--- config.mk ---
export PLATFORM = sky130hd
export DESIGN_NAME = seg_scan_ctrl_flat
export DESIGN_NICKNAME = d
export VERILOG_FILES = /design/src/rtl/seg_scan_ctrl_if.sv /design/src/rtl/seg_scan_ctrl.sv /design/src/flat_wrapper.sv
export SDC_FILE = /design/constraint.sdc
export NUM_CORES = 1
export LEC_CHECK = 0
export BUFFER_PORTS_ARGS = -buffer_cell sky130_fd_sc_hd__buf_2
export CORE_UTILIZATION = 50
export DETAILED_ROUTE_END_ITERATION = 7
export PLACE_DENSITY = 0.71
export RECOVER_POWER = 100
export SLEW_MARGIN = 10
export SYNTH_ARGS = -nofsm -noshare
export SYNTH_HDL_FRONTEND = slang
export SYNTH_SLANG_ARGS = --single-unit
--- constraint.sdc ---
create_clock -name clk -period 2.25 [get_ports clk]
set_clock_uncertainty 0.15 [all_clocks]
set_input_delay 0.3375 -clock clk [delete_from_list [all_inputs] [get_ports clk]]
set_output_delay 0.3375 -clock clk [all_outputs]
set_load 0.02 [all_outputs]
--- src/rtl/seg_scan_ctrl_if.sv ---
// Character-buffer write bus for seg_scan_ctrl: one digit write per strobe.
interface seg_scan_ctrl_if;
  logic       wr_en;
  logic [2:0] wr_addr;
  logic [4:0] wr_data;
  logic       wr_dp;

  modport master (output wr_en, wr_addr, wr_data, wr_dp);
  modport slave  (input  wr_en, wr_addr, wr_data, wr_dp);
endinterface

--- src/rtl/seg_scan_ctrl.sv ---
// Multiplexed 7-segment scan controller: buffered characters, per-digit blink,
// active-low digit selects and segments, frame pulse at each scan wrap.
module seg_scan_ctrl #(
  parameter int NUM_DIG      = 8,
  parameter int DIV          = 100000,
  parameter int BLINK_FRAMES = 64
) (
  input  logic               clk,
  input  logic               rst,
  input  logic               enable,
  seg_scan_ctrl_if.slave     wr,
  input  logic [NUM_DIG-1:0] blink_mask,
  output logic [NUM_DIG-1:0] DIG,
  output logic [7:0]         Y,
  output logic               frame_done
);

  localparam int IW = (NUM_DIG > 1) ? $clog2(NUM_DIG) : 1;
  localparam int CW = $clog2(DIV);
  localparam int FW = $clog2(BLINK_FRAMES + 1);
  localparam logic [4:0] CODE_BLANK = 5'd16;

  typedef struct packed {
    logic       dp;
    logic [4:0] code;
  } entry_t;

  entry_t          char_buf [NUM_DIG];
  logic [CW-1:0]   div_cnt;
  logic [IW-1:0]   idx;
  logic [FW-1:0]   frame_cnt;
  logic            blink_phase;

  logic            tick;
  logic            wrap;
  logic            wr_hit;

  assign tick   = (div_cnt == CW'(DIV - 1));
  assign wrap   = tick && (idx == IW'(NUM_DIG - 1));
  assign wr_hit = wr.wr_en && ({1'b0, wr.wr_addr} < 4'(NUM_DIG));

  function automatic logic [6:0] seg_decode(input logic [4:0] code);
    case (code)
      5'd0:    seg_decode = 7'b0111111;
      5'd1:    seg_decode = 7'b0000110;
      5'd2:    seg_decode = 7'b1011011;
      5'd3:    seg_decode = 7'b1001111;
      5'd4:    seg_decode = 7'b1100110;
      5'd5:    seg_decode = 7'b1101101;
      5'd6:    seg_decode = 7'b1111101;
      5'd7:    seg_decode = 7'b0000111;
      5'd8:    seg_decode = 7'b1111111;
      5'd9:    seg_decode = 7'b1101111;
      5'd10:   seg_decode = 7'b1110111;
      5'd11:   seg_decode = 7'b1111100;
      5'd12:   seg_decode = 7'b0111001;
      5'd13:   seg_decode = 7'b1011110;
      5'd14:   seg_decode = 7'b1111001;
      5'd15:   seg_decode = 7'b1110001;
      5'd17:   seg_decode = 7'b1110011;
      5'd18:   seg_decode = 7'b1000000;
      default: seg_decode = 7'b0000000;
    endcase
  endfunction

  // Scan timing: divider, digit index, frame counter and blink phase.
  always_ff @(posedge clk or negedge rst) begin
    if (!rst) begin
      div_cnt     <= '0;
      idx         <= '0;
      frame_cnt   <= '0;
      blink_phase <= 1'b0;
      frame_done  <= 1'b0;
    end else begin
      // NOTE: non-blocking assignments so every register samples pre-edge values.
      div_cnt    <= tick ? '0 : div_cnt + 1'b1;
      frame_done <= wrap;
      if (tick) begin
        idx <= wrap ? '0 : idx + 1'b1;
      end
      if (wrap) begin
        if (frame_cnt == FW'(BLINK_FRAMES - 1)) begin
          frame_cnt   <= '0;
          blink_phase <= ~blink_phase;
        end else begin
          frame_cnt <= frame_cnt + 1'b1;
        end
      end
    end
  end

  // NOTE: the buffer is tiny and must read as blank from reset, so it is
  // built from flops with an async reset rather than an inferred RAM.
  always_ff @(posedge clk or negedge rst) begin
    if (!rst) begin
      for (int i = 0; i < NUM_DIG; i++) begin
        char_buf[i] <= '{dp: 1'b0, code: CODE_BLANK};
      end
    end else if (wr_hit) begin
      char_buf[wr.wr_addr[IW-1:0]] <= '{dp: wr.wr_dp, code: wr.wr_data};
    end
  end

  entry_t             cur;
  logic [NUM_DIG-1:0] dig_next;
  logic [7:0]         y_next;

  always_comb begin
    // NOTE: defaults first so no path leaves a variable unassigned (no latch).
    cur      = char_buf[idx];
    dig_next = '1;
    y_next   = 8'hFF;
    if (enable) begin
      dig_next = ~(NUM_DIG'(1) << idx);
      if (!(blink_mask[idx] && blink_phase)) begin
        y_next = {~cur.dp, ~seg_decode(cur.code)};
      end
    end
  end

  always_ff @(posedge clk or negedge rst) begin
    if (!rst) begin
      DIG <= '1;
      Y   <= 8'hFF;
    end else begin
      DIG <= dig_next;
      Y   <= y_next;
    end
  end

endmodule

--- src/flat_wrapper.sv ---
// flat-port wrapper written by rule: the top's interface ports become plain ports
module seg_scan_ctrl_flat 
#(
  parameter int NUM_DIG      = 8,
  parameter int DIV          = 100000,
  parameter int BLINK_FRAMES = 64
)
  (clk, rst, enable, blink_mask, DIG, Y, frame_done, wr_wr_en, wr_wr_addr, wr_wr_data, wr_wr_dp);
  seg_scan_ctrl_if wr_i ();
  input  logic clk;
  input  logic rst;
  input  logic enable;
  input  logic [NUM_DIG-1:0] blink_mask;
  output logic [NUM_DIG-1:0] DIG;
  output logic [7:0] Y;
  output logic frame_done;
  input wire logic [$bits(wr_i.wr_en)-1:0] wr_wr_en;
  input wire logic [$bits(wr_i.wr_addr)-1:0] wr_wr_addr;
  input wire logic [$bits(wr_i.wr_data)-1:0] wr_wr_data;
  input wire logic [$bits(wr_i.wr_dp)-1:0] wr_wr_dp;
  assign wr_i.wr_en = wr_wr_en;
  assign wr_i.wr_addr = wr_wr_addr;
  assign wr_i.wr_data = wr_wr_data;
  assign wr_i.wr_dp = wr_wr_dp;
  seg_scan_ctrl #(.NUM_DIG(NUM_DIG), .DIV(DIV), .BLINK_FRAMES(BLINK_FRAMES)) u_core (.clk(clk), .rst(rst), .enable(enable), .wr(wr_i), .blink_mask(blink_mask), .DIG(DIG), .Y(Y), .frame_done(frame_done));
endmodule
==> flow_summary.toml, run 1 <==
[cells_and_area]
final_nets = 457
final_cell_mix = "dfrtp_1 (68), mux2_2 (48), buf_2 (35), nand2_1 (33), dfstp_2 (24)"
final_common_cell = "dfrtp_1"
areaGrowthSynthToFinish_pct = 18.8
instances_no_fill = 535
num_antenna_cells = 0
finish.instance_area_mm2 = 0.00537
drive_above_1_share_pct = 46.4

[global_routing]
grt_antenna_before_repair = 0
overflow = 0
grt_pass1_vias = 3130
grt_max_degree = 48
grt_pass1_wl_um = 15200
track_usage_pct = 20.6

[place]
place.gp.congestion = 0.885
port_buffers = 37
dp.cells = 514
place_area_mm2 = 0.00506
post-place-ws_ns = -0.0557
hpwl_um = 6270

[yosys]
synth_area_mm2 = 0.00452
synthFlopType = "dfrtp_1"
yosys_warnings = 0
synth_cell_type_count = 53
synth_nets = 386
ys_ff_latch = 93
synth_edf_count = 0
async_reset_ff_share_pct = 100
syn_area_per_cell_um2 = 12.9
syn_inst = 351
synth-seq-area-share_pct = 52.2

[clock_tree]
cts.sinks = 93
cts_tree = "yes"
clk_path_buf_depth = 2
htree_levels = 3
cts_root_buffer = "clkbuf_8"
numCtsBuffers = 9
clkTransAtPathRegs_ns = 0.10
clock_latency_ns = 0.36

[critical_path]
crit_buf_inv = 2
critPathSlowestCell = "mux4_2"
worstPathRequired_ns = 2.38
crit_path_end_kind = "register"
path_delay_family = "multiplexers"
crit_chain = "buf_6, mux4_2, nand2_2, nand2_4, inv_4, ha_4, nand2_1, and3_1, o31ai_2"
rrSetupSlack_ns = 0.006
worstSetupPathType = "register to register"
cp-start-kind = "register"
crit_arrival_ns = 2.38
crit_fanout = 5
cpPeakStageDelay_ns = 0.49

[die]
initial_utilization_pct = 51.8
io_pins = 38
die_h_um = 97.1
die_w_um = 97.1
core-area_mm2 = 0.00872
rows = 34
dieArea_mm2 = 0.00942

[sta]
setup_viol = 0
slew_headroom_pct = 26.8
fin_crit_ns = 2.24
finalMaxSlewViolations = 0
finalCritPeriodShare_pct = 99.7
worst_pin_slew_ns = 1.10
max_freq_mhz = 446
rsz0062_at_grt = "yes"
finalHoldViolCount = 0
final.setup.worst_slack_ns = 0.00633
fin_tns_setup_ns = 0

[hold_path]
hp-class = "input port to register"

[run]
cap_violations = 0

[routing]
routed_via_density = 5.61
drc = 0
first_pass_iters = 6
final_antenna_net_count = 0
vias = 2999
wire_per_inst_um = 16.9
wl_um = 9030
drt_iter0_markers = 126

[power_and_ir_drop]
leakage_uw = 0.00231
vdd_drop_max_uv = 441
finalPower_uw = 4120
powerDensity_mw_per_mm2 = 767

[status]
outcome = "finished clean"
[cells in the mapped netlist, types with 3 or more instances]
master | instances | share of area (%)
a21oi_1 | 6 | 0.66
mux4_2 | 14 | 7.0
xnor2_1 | 8 | 1.6
nand3_1 | 10 | 1.1
nor2_1 | 20 | 1.7
and3_1 | 5 | 0.69
nor3b_1 | 3 | 0.50
nor3_1 | 7 | 0.78
dfstp_2 | 24 | 14
mux2_2 | 50 | 12
or3_1 | 3 | 0.42
nand4_1 | 3 | 0.42
clkbuf_1 | 5 | 0.42
xor2_1 | 7 | 1.4
o21ai_0 | 6 | 0.66
o21ai_1 | 5 | 0.55
dfrtp_1 | 69 | 38
and2_1 | 3 | 0.42
nand2_1 | 36 | 3.0
nand4b_1 | 3 | 0.58
inv_1 | 10 | 0.83
ha_1 | 14 | 3.9
[per-stage QoR]
step / utilization [%] / hold WS (ns)
floorplan: - / -0.108
global placement: 58.0 / 0.230
detailed placement: 58.0 / 0.234
CTS: 60.8 / 0.0305
global route: 61.6 / 0.0338
finish: 61.6 / 0.0583
[cell type report]
type | instances | area [µm²]
clock inverter | 7 | 97.6
tap | 108 | 135
multi-input combinational | 237 | 2150
sequential | 93 | 2360
fill | 671 | 3350
timing repair buffer | 69 | 447
inverter | 12 | 52.6
clock buffer | 9 | 124
[worst reg2reg max path, cell delays in order (launching register included)]
cell and delay [ns]:
dfrtp_2 0.45, buf_6 0.14, mux4_2 0.49, nand2_2 0.10
nand2_4 0.07, inv_4 0.08, ha_4 0.16, nand2_1 0.09
and3_1 0.20, o31ai_2 0.23
[worst paths after layout]
| kind | startpoint | end | depth (start not counted) |
|---|---|---|---|
| setup / recovery | u_core.idx[0] | u_core.Y[0] | 9 |
| hold / removal | enable | u_core.DIG[3] | 2 |
| setup reg to reg | u_core.idx[0] | u_core.Y[0] | 9 |
| hold reg to reg | u_core.div_cnt[0] | u_core.div_cnt[0] | 1 |
| max in group asynchronous | rst | u_core.char_buf[28] | 3 |
| min in group asynchronous | rst | u_core.char_buf[39] | 2 |
[layer usage]
layer / track usage (%) / vias to the layer above / share of wire (%)
met5: 0 / - / 0
met4: 8.04 / 0 / 1.8
met3: 4.53 / 14 / 4.6
met2: 33.3 / 66 / 49
met1: 27.1 / 1518 / 45
li1: - / 1401 / -
[registers in the layout (all words and copies together) (netlist names)]
| signal | flops |
|---|---|
| u_core.char_buf | 48 |
| u_core.frame_done | 1 |
| u_core.div_cnt | 17 |
| u_core.idx | 3 |
| u_core.DIG | 8 |
| u_core.Y | 8 |
| u_core.blink_phase | 1 |
| u_core.frame_cnt | 7 |
[power breakdown]
group	internal [µW]	total, µW	switching [µW]
registers	1940	2040	100
logic	447	847	400
clock network	629	1230	603
[cell families (layout without fill, tap and decap cells)]
kind of cell	Yosys count	after routing	synth area share, %
flops	93	93	52.2
buf+inv	21	97	2.24
xor+xnor	16	16	3.27
simple gates	107	107	12.7
compound gates	30	30	4.46
fa+ha+maj	14	14	3.88
mux	70	70	21.2
[what timing repair did]
item | CTS | global route
pin swaps | 0 | 7
endpoints found under the setup margin | 6 | 7
resized for setup | 5 | 16
setup buffers | 0 | 4
hold endpoints to repair | 29 | 0
hold buffers | 1 | 0
No activity file was read; power rests on OpenSTA's default activity.
==> run 2: changes to the inputs <==
--- a/config.mk
+++ b/config.mk
@@ -6,9 +6,10 @@
 export NUM_CORES = 1
 export LEC_CHECK = 0
 export BUFFER_PORTS_ARGS = -buffer_cell sky130_fd_sc_hd__buf_2
-export CORE_UTILIZATION = 50
+export CAP_MARGIN = 10
+export CORE_UTILIZATION = 54
 export DETAILED_ROUTE_END_ITERATION = 7
-export PLACE_DENSITY = 0.71
+export PLACE_DENSITY = 0.76
 export RECOVER_POWER = 100
 export SLEW_MARGIN = 10
 export SYNTH_ARGS = -nofsm -noshare
==> run 2 against run 1 <==
Combinational power down 0.6%. The run now ends with negative setup slack left. Critical path type unchanged. Sequential share of layout area up 0.14 points. Non-clock buffer count unchanged.
==> flow_summary.toml, run 2 (same netlist as run 1, synthesis figures left out) <==
[power_and_ir_drop]
vdd_drop_max_uv = 403
swShare_pct = 27.8
p_int_uw = 2910
leakage_uw = 0.00232
power_frac_comb_pct = 20.9
powerDensity_mw_per_mm2 = 752
p_sw_uw = 1120
pwr-share-seq_pct = 50.8
finalPower_uw = 4030
clkPwrFrac_pct = 28.3

[global_routing]
overflow = 0
track_usage_pct = 22.5
grt_max_degree = 36
grt_antenna_before_repair = 0
grt_pass1_wl_um = 14900
grt_pass1_vias = 2978

[cells_and_area]
areaGrowthSynthToFinish_pct = 18.4
reg_top3 = "u_core.char_buf (48), u_core.div_cnt (17)"
final_cell_mix = "dfrtp_1 (68), mux2_2 (48), buf_2 (34), nand2_1 (33), dfstp_2 (24)"
largest_reg_flops = 48
final_nets = 457
num_antenna_cells = 0
nFillCells = 566
drive_above_1_share_pct = 45.7
regMostFlops = "u_core.char_buf"
instances_no_fill = 529
final_common_cell = "dfrtp_1"

[clock_tree]
cts.sinks = 93
numCtsBuffers = 9
htree_levels = 3
cts_root_buffer = "clkbuf_8"
clk_path_buf_depth = 2
clock_latency_ns = 0.36
clkTransAtPathRegs_ns = 0.09
cts_tree = "yes"

[critical_path]
r2r-start = "u_core.idx[0]"
worstPathRequired_ns = 2.40
worstSetupPathType = "register to register"
crit_arrival_ns = 2.41
crit_chain = "buf_6, mux4_2, mux2i_4, buf_6, ha_4, nor2_4, or3_4, a31oi_4"
cp-start-kind = "register"
crit_top_cell = "buf_6"
crit_fanout = 4
crit_path_end_kind = "register"
critPathLaunch = "u_core.idx[0]"
critPathSlowestCell = "mux4_2"
cpPeakStageDelay_ns = 0.51

[routing]
drc = 0
drt_iter0_markers = 141
wire_per_inst_um = 16.9
first_pass_iters = 4
met1Wirelength_um = 4050
top_layer_used = "met4"
vias = 2988
final_antenna_net_count = 0
routed_via_density = 5.65
wl_met2_um = 4370
wl_met3_um = 411
wl_um = 8930

[sta]
max_freq_mhz = 442
fin_crit_ns = 2.26
finalMaxSlewViolations = 0
setup_viol = 1
fin_tns_setup_ns = -0.0103
worst_pin_slew_ns = 0.852
final.setup.worst_slack_ns = -0.0103
rsz0062_at_grt = "yes"
slew_headroom_pct = 43.2
finalHoldViolCount = 0
finalCritPeriodShare_pct = 100

[die]
dieArea_mm2 = 0.00874
core-area_mm2 = 0.00793
rows = 32
die_h_um = 93.5
io_pins = 38
die_w_um = 93.5
initial_utilization_pct = 57.0

[hold_path]
hp-class = "input port to register"
hold_start = "enable"

[place]
dp.cells = 508
port_buffers = 37
hpwl_um = 6330
place.gp.congestion = 0.863

[status]
outcome = "complete, but fails checks"
violations = "negative setup slack"

[run]
cap_violations = 0
## run 2: worst paths after layout
path                       slack [ns]  depth (start not counted)                   to
setup / recovery                -0.01                          8          u_core.Y[1]
hold / removal                   0.05                          2        u_core.DIG[7]
setup reg to reg                -0.01                          8          u_core.Y[1]
hold reg to reg                  0.31                          1    u_core.div_cnt[0]
max in group asynchronous        0.42                          3  u_core.char_buf[40]
min in group asynchronous        0.46                          2   u_core.char_buf[9]
## run 2: timing repair
item / CTS / global route
endpoints found under the hold margin: 27 / 0
setup buffers: 2 / 3
pin swaps: 0 / 4
endpoints found under the setup margin: 5 / 7
resized for setup: 1 / 19
hold buffers: 1 / 0
## run 2: power groups by stage
stage | Sequential [µW] | Clock (µW) | Combinational [µW]
after floorplan | 2080 | 0 | 492
after global placement | 2060 | 0 | 770
after detailed placement | 2070 | 0 | 789
after CTS | 2040 | 1160 | 798
after global routing | 2070 | 1230 | 920
final | 2050 | 1140 | 842
## run 2: routing by layer
metal | vias to the layer above | track usage (%)
met5 | - | 0
met4 | 0 | 5.90
met3 | 8 | 5.20
met2 | 68 | 36.3
met1 | 1507 | 30.7
li1 | 1405 | -
## run 2: worst max-delay path: cells and delay by family, from the launching register on
| family | cells | cell delay [ns] |
|---|---|---|
| AND/OR/NAND/NOR | 2 | 0.36 |
| adder cells (fa/ha/maj) | 1 | 0.13 |
| buffers and inverters | 2 | 0.25 |
| AO/OA/AOI/OAI | 1 | 0.16 |
| flip-flops | 1 | 0.42 |
| multiplexers | 2 | 0.72 |
## run 2: per-stage QoR
step	area [µm²]	hold slack (ns)	utilization, %	setup WS [ns]
2_1_floorplan	4560	-0.108	-	-0.0200
3_3_place_gp	5050	0.170	63.7	-0.0118
3_5_place_dp	5050	0.177	63.7	-0.0963
4_1_cts	5280	0.0334	66.6	-0.0421
5_1_grt	5350	0.0644	67.5	-0.0635
6_report	5350	0.0509	67.5	-0.0103
## run 2: final cells by class
cell class,count,area [µm²],share of cell area (%)
clock buffer,10,128,2.38
tap,102,128,2.38
inverter,12,52.6,0.982
timing repair buffer,69,442,8.25
multi-input combinational,237,2170,40.6
sequential,93,2360,44.1
clock inverter,6,72.6,1.36
